===== src/rtl/rv32i_types.sv =====
// rtl/rv32i_types.sv - shared types and constants for the I/D cache arbiter.
package rv32i_types;

  localparam int LINE_W_DEFAULT = 256;

  typedef enum logic [2:0] {
    IDLE,
    SERVE_I,
    SERVE_D,
    RESP_I,
    RESP_D
  } arb_state_t;

  typedef enum logic {
    GRANT_I,
    GRANT_D
  } grant_t;

endpackage


===== src/rtl/line_register.sv =====
// rtl/line_register.sv - load-enabled line-wide register with asynchronous reset.
module line_register #(
  parameter int W = 256
) (
  input  logic         clk,
  input  logic         rst,
  input  logic         load,
  input  logic [W-1:0] d,
  output logic [W-1:0] q
);

  always_ff @(posedge clk or posedge rst) begin
    if (rst) begin
      q <= '0;
    end else if (load) begin
      q <= d;
    end
  end

endmodule


===== src/rtl/cache_arbiter.sv =====
// rtl/cache_arbiter.sv - round-robin arbiter sharing one line-fill/writeback port
// between the I-cache and D-cache.
module cache_arbiter
  import rv32i_types::*;
#(
  parameter int LINE_W = LINE_W_DEFAULT
) (
  input  logic              clk,
  input  logic              rst,
  input  logic              i_read,
  input  logic [31:0]       i_address,
  output logic [LINE_W-1:0] i_rdata,
  output logic              i_resp,
  input  logic              d_read,
  input  logic              d_write,
  input  logic [31:0]       d_address,
  input  logic [LINE_W-1:0] d_wdata,
  output logic [LINE_W-1:0] d_rdata,
  output logic              d_resp,
  output logic              pmem_read,
  output logic              pmem_write,
  output logic [31:0]       pmem_address,
  output logic [LINE_W-1:0] pmem_wdata,
  input  logic [LINE_W-1:0] pmem_rdata,
  input  logic              pmem_resp
);

  arb_state_t        state;
  arb_state_t        state_next;
  grant_t            last_grant;
  logic [31:0]       addr_q;
  logic              write_q;
  logic [LINE_W-1:0] wdata_q;
  logic [LINE_W-1:0] line_q;
  logic              grant_i;
  logic              grant_d;
  logic              serving;
  logic              line_load;

  always_ff @(posedge clk or posedge rst) begin
    if (rst) begin
      state <= IDLE;
    end else begin
      state <= state_next;
    end
  end

  always_comb begin
    state_next = state;
    grant_i    = 1'b0;
    grant_d    = 1'b0;
    unique case (state)
      IDLE: begin
        // On a tie the side that lost last time wins; otherwise whoever asks.
        if (i_read && (d_read || d_write)) begin
          grant_i = (last_grant == GRANT_D);
          grant_d = (last_grant == GRANT_I);
        end else begin
          grant_i = i_read;
          grant_d = d_read || d_write;
        end
        if (grant_i) begin
          state_next = SERVE_I;
        end else if (grant_d) begin
          state_next = SERVE_D;
        end
      end
      SERVE_I: if (pmem_resp) state_next = RESP_I;
      SERVE_D: if (pmem_resp) state_next = RESP_D;
      RESP_I:  state_next = IDLE;
      RESP_D:  state_next = IDLE;
      default: state_next = IDLE;
    endcase
  end

  // Request side is sampled only at grant so the memory sees stable values.
  always_ff @(posedge clk or posedge rst) begin
    if (rst) begin
      last_grant <= GRANT_D;
      addr_q     <= '0;
      write_q    <= 1'b0;
      wdata_q    <= '0;
    end else if (grant_i) begin
      last_grant <= GRANT_I;
      addr_q     <= i_address;
      write_q    <= 1'b0;
    end else if (grant_d) begin
      last_grant <= GRANT_D;
      addr_q     <= d_address;
      write_q    <= d_write;
      wdata_q    <= d_wdata;
    end
  end

  assign serving   = (state == SERVE_I) || (state == SERVE_D);
  assign line_load = serving && pmem_resp;

  line_register #(
    .W(LINE_W)
  ) u_line (
    .clk  (clk),
    .rst  (rst),
    .load (line_load),
    .d    (pmem_rdata),
    .q    (line_q)
  );

  assign pmem_read    = serving && !write_q;
  assign pmem_write   = serving && write_q;
  assign pmem_address = addr_q;
  assign pmem_wdata   = wdata_q;
  assign i_resp       = (state == RESP_I);
  assign d_resp       = (state == RESP_D);
  assign i_rdata      = line_q;
  assign d_rdata      = line_q;

endmodule


===== config.mk =====
export PLATFORM = sky130hd
export DESIGN_NAME = cache_arbiter
export DESIGN_NICKNAME = d
export VERILOG_FILES = /design/src/rtl/rv32i_types.sv /design/src/rtl/line_register.sv /design/src/rtl/cache_arbiter.sv
export SDC_FILE = /design/constraint.sdc
export NUM_CORES = 1
export LEC_CHECK = 0
export CORE_AREA = 2 2 542 544
export CTS_CLUSTER_DIAMETER = 30
export DETAILED_ROUTE_END_ITERATION = 10
export DIE_AREA = 0 0 544 546
export GPL_ROUTABILITY_DRIVEN = 0
export MAX_ROUTING_LAYER = met4
export PLACE_DENSITY_LB_ADDON = 0.3
export SYNTH_ARGS = -nofsm -noshare
export SYNTH_HDL_FRONTEND = slang
export SYNTH_SLANG_ARGS = --single-unit

===== constraint.sdc =====
create_clock -name clk -period 39.8 [get_ports clk]
set_clock_uncertainty 0.05 [all_clocks]
set_input_delay 7.96 -clock clk [delete_from_list [all_inputs] [get_ports clk]]
set_output_delay 7.96 -clock clk [all_outputs]
set_load 0.01 [all_outputs]

== Yosys cells after proc, flatten, opt, wreduce, memory -nomap -nowiden ==
Cells that the tools add are included.
W data, S select, Z words.

* Equal/unequal tests: 7
* Mux-type cells: 17
* Bitwise gates (word level): 2
* Reductions and logical operators: 11

{| class="wikitable"
|+ Operators by type and width
! operator !! number
|-
| $mux W32 || 2
|-
| $mux W3 || 4
|-
| $mux W1 || 10
|-
| $pmux W3 S3 || 1
|-
| $eq A3 B2 Y1 const B || 2
|-
| $logic_and A1 B1 Y1 || 4
|-
| $ne A2 B2 Y1 const B || 2
|-
| $eq A3 B1 Y1 const B || 1
|-
| $eq A3 B3 Y1 const B || 1
|-
| $logic_not A3 Y1 || 1
|-
| $ne A3 B3 Y1 const B || 1
|-
| $reduce_and A3 Y1 || 1
|-
| $logic_or A1 B1 Y1 || 2
|-
| $not A1 Y1 || 2
|-
| $reduce_and A2 Y1 || 1
|-
| $reduce_bool A2 Y1 || 1
|-
| $logic_not A1 Y1 || 1
|}

* Register bits after elaboration: 549
* Bits of input ports: 582
* Output and inout bits: 804
* Word-level logic and storage cells: 43

== Logic depth before layout (Yosys ltp) ==
Gate-level depths: netlist (run 1).

* Word-level depth: 7
* Depth in mapped cells: 7

== By module ==
A second synthesis (run 1) with hierarchy kept.

* Cells, all modules: 1479
* Area total of the unflattened synthesis: 22781.8 µm²

{| class="wikitable"
|+ Modules (own cells, without submodules)
! module !! times used !! cells an instance !! area each (µm²)
|-
| cache_arbiter || 1 || 938 || 13183.9
|-
| line_register || 1 || 541 || 9598.0
|}

== Worst setup path before layout (run 1) ==
No wires, ideal clock.

* Kind: in2reg
* Start: input port d_write
* End: register addr_q[0], in the netlist pmem_address[0]
* Library setup time: 126 ps
* Data arrival time: 8968 ps
* Required time: 39624 ps
* Path slack: 30656 ps
* Cell stages on the path: 6
* Path through: o2bb2ai_1 -> nor2_1 -> buf_4 -> buf_6 -> buf_2 -> a221o_1

* Word-level cells in the longest chain between the ends: 6
* Elaborated cells on any way between the ends: 10

{| class="wikitable"
|+ RTL lines
! element !! RTL line !! source
|-
| start, declared || cache_arbiter.sv:15 || <nowiki>input logic d_write,</nowiki>
|-
| $logic_or A1 B1 Y1 (*) || cache_arbiter.sv:55, cache_arbiter.sv:60 ||
|-
| $logic_and A1 B1 Y1 || cache_arbiter.sv:55 || <nowiki>if (i_read && (d_read || d_write)) begin</nowiki>
|-
| $mux W1 || cache_arbiter.sv:55 ||
|-
| $mux W1 (2 in series) || cache_arbiter.sv:52 || <nowiki>unique case (state)</nowiki>
|-
| $mux W32 or $reduce_bool A2 Y1 (tied branches) || n/a ||
|-
| end signal, assigned || cache_arbiter.sv:85 || <nowiki>addr_q <= i_address;</nowiki>
|-
| end signal, assigned || cache_arbiter.sv:89 || <nowiki>addr_q <= d_address;</nowiki>
|-
| end, declared || cache_arbiter.sv:31 || <nowiki>logic [31:0] addr_q;</nowiki>
|}

Mark *: on every way between the ends. The rest lies on a longest branch, timed or not. The select of a mux whose other input is x is not followed.
A chain may end at the register's enable or synchronous reset.

== Worst setup path after layout (run 1) ==
* Start: input port pmem_resp
* End: register u_line.q[184]

* Word-level cells in the longest chain between the ends: 1

{| class="wikitable"
|+ RTL lines
! element !! RTL line !! source
|-
| start, declared || cache_arbiter.sv:25 || <nowiki>input logic pmem_resp</nowiki>
|-
| $logic_and A1 B1 Y1 || cache_arbiter.sv:96 || <nowiki>assign line_load = serving && pmem_resp;</nowiki>
|-
| end signal, assigned || line_register.sv:14 || <nowiki>q <= '0;</nowiki>
|-
| end signal, assigned || line_register.sv:16 || <nowiki>q <= d;</nowiki>
|-
| end, declared || line_register.sv:9 || <nowiki>output logic [W-1:0] q</nowiki>
|}

Every way passes these cells.

==> results of run 1 <==
-- placed cells by master, fill, tap and decap left out --
cell type | synthesis | routed
nor2_4 | 0 | 1
inv_1 | 3 | 2
clkbuf_1 | 5 | 35
inv_16 | 0 | 6
nor2_1 | 2 | 1
inv_8 | 0 | 1
buf_4 | 298 | 22
clkbuf_8 | 0 | 40
xnor2_1 | 1 | 1
nor3b_1 | 35 | 35
dfstp_2 | 1 | 1
clkinv_16 | 0 | 3
nor3_1 | 2 | 2
o21ai_0 | 2 | 2
o2bb2ai_1 | 1 | 1
a22o_1 | 1 | 1
a21o_1 | 1 | 1
nor3b_4 | 0 | 1
dfrtp_1 | 548 | 548
nor4bb_1 | 1 | 1
and2_1 | 1 | 1
clkbuf_16 | 0 | 187
clkdlybuf4s50_1 | 0 | 1385
inv_6 | 0 | 1
a221o_1 | 32 | 32
diode_2 | 0 | 88
a21oi_1 | 2 | 2
o21ba_2 | 1 | 1
bufinv_16 | 0 | 24
or2_2 | 0 | 1
mux2_1 | 66 | 66
or4b_2 | 0 | 1
mux2_2 | 446 | 446
clkinv_2 | 0 | 45
or3_1 | 1 | 1
clkinv_8 | 0 | 1
-- cell families after synthesis --
kind of cell | Yosys count | synth area share [%]
flip-flops | 549 | 60.5
multiplexers | 512 | 25.4
buffers and inverters | 333 | 10.9
AND/OR/NAND/NOR | 45 | 1.46
AO/OA/AOI/OAI | 40 | 1.65
XOR/XNOR | 1 | 0.0386
-- metrics by stage --
step | hold slack [ns] | worst slack, ns | total power [mW] | util [%] | instances
2_1_floorplan | 0.431 | 16.44 | 1.95 | - | 1480
3_3_place_gp | 0.421 | 26.82 | 3.14 | 13.4 | 6476
3_5_place_dp | 0.424 | 26.73 | 3.15 | 13.4 | 6476
4_1_cts | 0.433 | 27.63 | 4.72 | 15.7 | 6818
5_1_grt | 0.446 | 27.41 | 4.85 | 15.7 | 6898
6_report | 0.429 | 27.67 | 4.61 | 15.7 | 6906
-- routing by layer --
layer	GRT usage, %	up-vias
met1	11.6	9108
met3	8.31	350
li1	-	7709
met4	3.94	0
met2	17.7	1289
met5	-	-
-- power groups by stage --
stage / Clock [mW] / Sequential, mW / Combinational (mW)
2_1_floorplan: 0 / 1.16 / 0.789
3_3_place_gp: 0 / 1.13 / 2.01
3_5_place_dp: 0 / 1.13 / 2.01
4_1_cts: 1.57 / 1.13 / 2.02
5_1_grt: 1.60 / 1.16 / 2.09
6_report: 1.53 / 1.12 / 1.96
-- cell type report --
cell class / instances / area, um^2 / share of cell area (%)
diodes: 88 / 220 / 0.479
inverters: 3 / 18.8 / 0.0408
flip-flops and latches: 549 / 13700 / 29.9
clock buffers: 262 / 5360 / 11.7
well taps: 3919 / 4900 / 10.7
multi-input cells: 598 / 6490 / 14.1
repair buffers: 1407 / 14000 / 30.5
clock inverters: 80 / 1180 / 2.57
-- worst paths after layout --
check | startpoint | end | cells past startpoint
worst max-delay path | pmem_resp | u_line.q[184] | 8
worst min register to register | pmem_wdata[4] | pmem_wdata[4] | 1
worst min-delay path | pmem_wdata[4] | pmem_wdata[4] | 1
worst max register to register | state[1] | u_line.q[184] | 8
min in group asynchronous | rst | pmem_wdata[77] | 2
max in group asynchronous | rst | u_line.q[215] | 6
-- state kept, by name (all words and copies together) (netlist names) --
signal        flops
last_grant        1
pmem_address     32
pmem_wdata      256
state             3
u_line.q        256
write_q           1
-- critical path, stage by stage --
cell             delay [ns]
clkdlybuf4s50_1        0.51
nor3b_4                0.19
buf_4                  0.51
buf_4                  0.74
buf_4                  0.67
buf_4                  0.69
buf_4                  0.78
mux2_2                 0.42
==> results.yml, run 1 <==
placed_design:
  io_buffer_count: 1385
  dp_hpwl_um: 148000
  placed_area_mm2: 0.0392
worst_setup_path:
  critPathLaunchType: "input pin"
  reg_to_reg_slack_setup_ns: 34.60
  critPathKind: "input pin to register"
  critical_path.max_fanout: 64
  cp.arrival_ns: 12.73
  critPathCaptureType: "register"
  cp_data_required_time_ns: 40.40
power:
  power.net_switching_mw: 1.60
  power_report.internal_total_mw: 3.01
  swShare_pct: 34.7
  share_clk_of_total_power_pct: 33.1
  share_seq_of_total_power_pct: 24.4
  power.density_mw_per_mm2: 100
  cellLeakagePower_nw: 17.4
  comb_power_share_pct: 42.5
  vdd.ir_drop.worst_uv: 50.1
global_route:
  global_route_usage_sum_pct: 11.6
  grt_first_pass_wirelength_um: 216000
  grt_antenna_before_repair: 160
  pin_count_of_the_biggest_net_entering_global_routing: 86
  grt_pass1_vias: 19700
  globalRouteOverflowTotal: 0
synthesis:
  yosysWarnings: 0
  netlist.area_leader.share_pct: 60.4
  synth_enable_flop_cells: 0
  number_of_instances_in_the_synthesized_netlist: 1480
  netlist_area_mm2: 0.0227
  synth_area_leaders: "dfrtp_1, mux2_2, buf_4, mux2_1, a221o_1"
  commonest_register_cell_after_synthesis: "dfrtp_1"
  ys_ff_latch: 549
  synth_commonest_cells: "dfrtp_1, mux2_2, buf_4, mux2_1, nor3b_1"
  post-synth-top-area-cell: "dfrtp_1"
  yosys.cell_count.top_type: "dfrtp_1"
  synth_seq_area_share_pct: 60.5
  synthesis.nets: 2062
  yosysUniqueCellTypes: 26
  async_flop_share_pct: 100
  syn_area_per_cell_um2: 15.3
die:
  placeableCoreArea_mm2: 0.292
  chipWidth_um: 544
  die-area_mm2: 0.297
  fp.dieH_um: 546
  row_count: 199
  num_io_pins: 1386
  floorplan.initialDensity_pct: 7.77
sta:
  tightest_slew_ns: 0.998
  period_minus_slack_ns: 12.13
  max_freq_mhz: 82.4
  sum_of_negative_setup_slack_ns: 0
  min_period_over_period_pct: 30.5
  unrepaired_setup_endpoints_after_global_routing: "false"
  max-slew-margin-rel_pct: 33.5
  finalSetupViolations: 0
  final-max-slew-violation-count: 0
  count_of_endpoints_failing_hold_in_the_final_timing_report: 0
drt:
  routed-via-count: 18500
  routed-wl-met2_um: 77100
  wl_met3_um: 28000
  final_antenna_net_count: 0
  firstDrtPassIters: 5
  initialDrtViolationCount: 799
  route.detailed.drc: 0
  post_drt_wl_per_cell_um: 25.2
  totalWireLength_um: 174000
  number_of_vias_per_cell: 2.67
  topRoutingLayerUsed: "met4"
  detail_route.wirelength.met1_um: 62500
clocking:
  numCtsBuffers: 186
  clock_latency_ns: 0.81
  cts-hold-fix-buffers: 0
  ctsLongestPathBuffers: 4
  post-cts-setup-buffers: 0
  root_buffer: "clkbuf_16"
  worst_setup_hold_path_clk_slew_ns: 0.04
  clock_sink_count: 549
  tritoncts: "yes"
  cts_repair_resize_count: 0
  cts_max_level: 4
layout:
  final_cell_area_mm2: 0.0459
  drive_gt1_share_pct: 27.0
  layout.filler_cells: 32400
  fin_nets: 3327
  area_growth_pct: 102
hold_path:
  worst_hold_path_type: "register to register"
job:
  timing.max_cap.violations: 0
outcome:
  run_status: "finished, final reports clean"
No activity file was read; power rests on OpenSTA's default activity.
==> run 2: changes to the inputs <==
Settings changed: CORE_AREA 2 2 542 544 to 2 2 544 546, DIE_AREA 0 0 544 546 to 0 0 546 548.
Clock period 39.8 ns to 10.8 ns, I/O delays scaled along.
==> results.yml, run 2 (synthesized netlist as in run 1, its figures left out) <==
clocking:
  tritoncts: "yes"
  cts_max_level: 4
  ctsLongestPathBuffers: 4
  clock_sink_count: 549
  numCtsBuffers: 193
  post-cts-setup-buffers: 0
  clock_latency_ns: 0.81
  root_buffer: "clkbuf_16"
  cts_repair_resize_count: 0
  cts-hold-fix-buffers: 0
  worst_setup_hold_path_clk_slew_ns: 0.04
sta:
  min_period_over_period_pct: 44.6
  max_freq_mhz: 208
  sum_of_negative_setup_slack_ns: 0
  max-slew-margin-rel_pct: 20.0
  unrepaired_setup_endpoints_after_global_routing: "false"
  final-max-slew-violation-count: 0
  period_minus_slack_ns: 4.82
  tightest_slew_ns: 1.20
  count_of_endpoints_failing_hold_in_the_final_timing_report: 0
  finalSetupViolations: 0
  layout_setup_ws_ns: 5.98
global_route:
  grt_antenna_before_repair: 138
  globalRouteOverflowTotal: 0
  grt_first_pass_wirelength_um: 214000
  global_route_usage_sum_pct: 11.3
  grt_pass1_vias: 19700
  pin_count_of_the_biggest_net_entering_global_routing: 127
power:
  vdd.ir_drop.worst_uv: 198
  cellLeakagePower_nw: 17.5
  power.density_mw_per_mm2: 370
worst_setup_path:
  crit_path_cell_chain: "inv_1, nor3b_1, clkdlybuf4s50_1"
  critPathLaunchType: "register"
  timing.critical_path.from: "state[0]"
  critical_path.max_fanout: 6
  cp_slowest_stage_delay_ns: 1.03
  path_delay_family: "buffers and inverters"
  critPathCaptureType: "output pin"
  cp_data_required_time_ns: 8.59
  slowest_cell_on_the_critical_path: "clkdlybuf4s50_1"
  critical_path.n_buffers_inverters: 2
  critPathKind: "register to output pin"
  reg2reg_from: "state[2]"
  reg_to_reg_slack_setup_ns: 7.63
  cp.arrival_ns: 2.61
job:
  timing.max_cap.violations: 0
die:
  placeableCoreArea_mm2: 0.293
  num_io_pins: 1386
  floorplan.initialDensity_pct: 7.74
  chipWidth_um: 546
  die-area_mm2: 0.299
  fp.dieH_um: 548
  row_count: 199
layout:
  final_cell_area_mm2: 0.0462
  commonest_cells_after_routing_fill_and_taps_aside: "clkdlybuf4s50_1, dfrtp_1, mux2_2"
  fin_nets: 3329
  layout.filler_cells: 32400
  layout_commonest_cell: "clkdlybuf4s50_1"
  area_growth_pct: 104
  drive_gt1_share_pct: 27.0
  finish.cell_count_without_fillers: 6900
drt:
  post_drt_wl_per_cell_um: 24.6
  routed-via-count: 18500
  initialDrtViolationCount: 757
  totalWireLength_um: 170000
  route.detailed.drc: 0
  firstDrtPassIters: 4
  number_of_vias_per_cell: 2.68
  final_antenna_net_count: 0
placed_design:
  io_buffer_count: 1385
  placed_area_mm2: 0.0392
  numPlacedInstances: 6471
  preCtsSetupSlack_ns: 5.70
  dp_hpwl_um: 144000
outcome:
  run_status: "finished, final reports clean"
hold_path:
  timing.hold.worst.start: "pmem_wdata[8]"
  worst_hold_path_type: "register to register"
-- run 2: cell count changes in the layout (fill, tap and decap cells not counted), moves of 4 or more --
cell	before	now
clkbuf_16	187	193
buf_12	0	8
buf_4	22	9
diode_2	88	73
clkbuf_8	40	44
clkbuf_1	35	41
-- run 2: stage by stage --
step | util (%) | power [mW] | hold slack [ns]
6_report | 15.8 | 17.1 | 0.430
4_1_cts | 15.7 | 17.5 | 0.433
3_5_place_dp | 13.4 | 11.5 | 0.425
5_1_grt | 15.8 | 17.9 | 0.449
3_3_place_gp | 13.4 | 11.5 | 0.422
2_1_floorplan | - | 7.17 | 0.431
-- run 2: worst reg2reg max path: cells and delay by family, from the launching register on --
family,cells,cell delay (ns)
DFF,1,0.50
muxes,1,0.69
buffers and inverters,2,0.89
and+or+nand+nor,2,0.91
-- run 2: final timing paths --
kind                               endpoint  cells past startpoint
setup / recovery                     i_resp                      3
hold / removal                pmem_wdata[8]                      1
setup reg to reg            pmem_wdata[230]                      5
hold reg to reg               pmem_wdata[8]                      1
max in group asynchronous  pmem_address[21]                      4
min in group asynchronous      u_line.q[16]                      2
-- run 2: area by class of cell --
type / instances / area (um^2) / area share [%]
diodes: 73 / 183 / 0.395
flip-flops and latches: 549 / 13700 / 29.7
inverters: 3 / 15.0 / 0.0325
clock inverters: 78 / 1200 / 2.59
repair buffers: 1402 / 14100 / 30.5
well taps: 3919 / 4900 / 10.6
clock buffers: 278 / 5590 / 12.1
multi-input cells: 598 / 6490 / 14.1
-- run 2: routing by layer --
| layer | routed length [um] | share of wire [%] | vias up | GRT usage [%] |
|---|---|---|---|---|
| met5 | 0 | 0 | - | - |
| met4 | 6830 | 4.0 | 0 | 4.36 |
| met3 | 23800 | 14 | 336 | 6.51 |
| met2 | 74100 | 44 | 1280 | 16.8 |
| met1 | 65100 | 38 | 9194 | 12.3 |
| li1 | - | - | 7705 | - |
-- run 2: power breakdown --
| group | leakage (nW) | total [mW] | internal (mW) | switching, mW |
|---|---|---|---|---|
| Clock | 3.35 | 5.78 | 4.10 | 1.68 |
| Combinational | 7.66 | 7.07 | 3.97 | 3.11 |
| Sequential | 6.47 | 4.23 | 3.15 | 1.07 |
| Total | 17.5 | 17.1 | 11.2 | 5.86 |
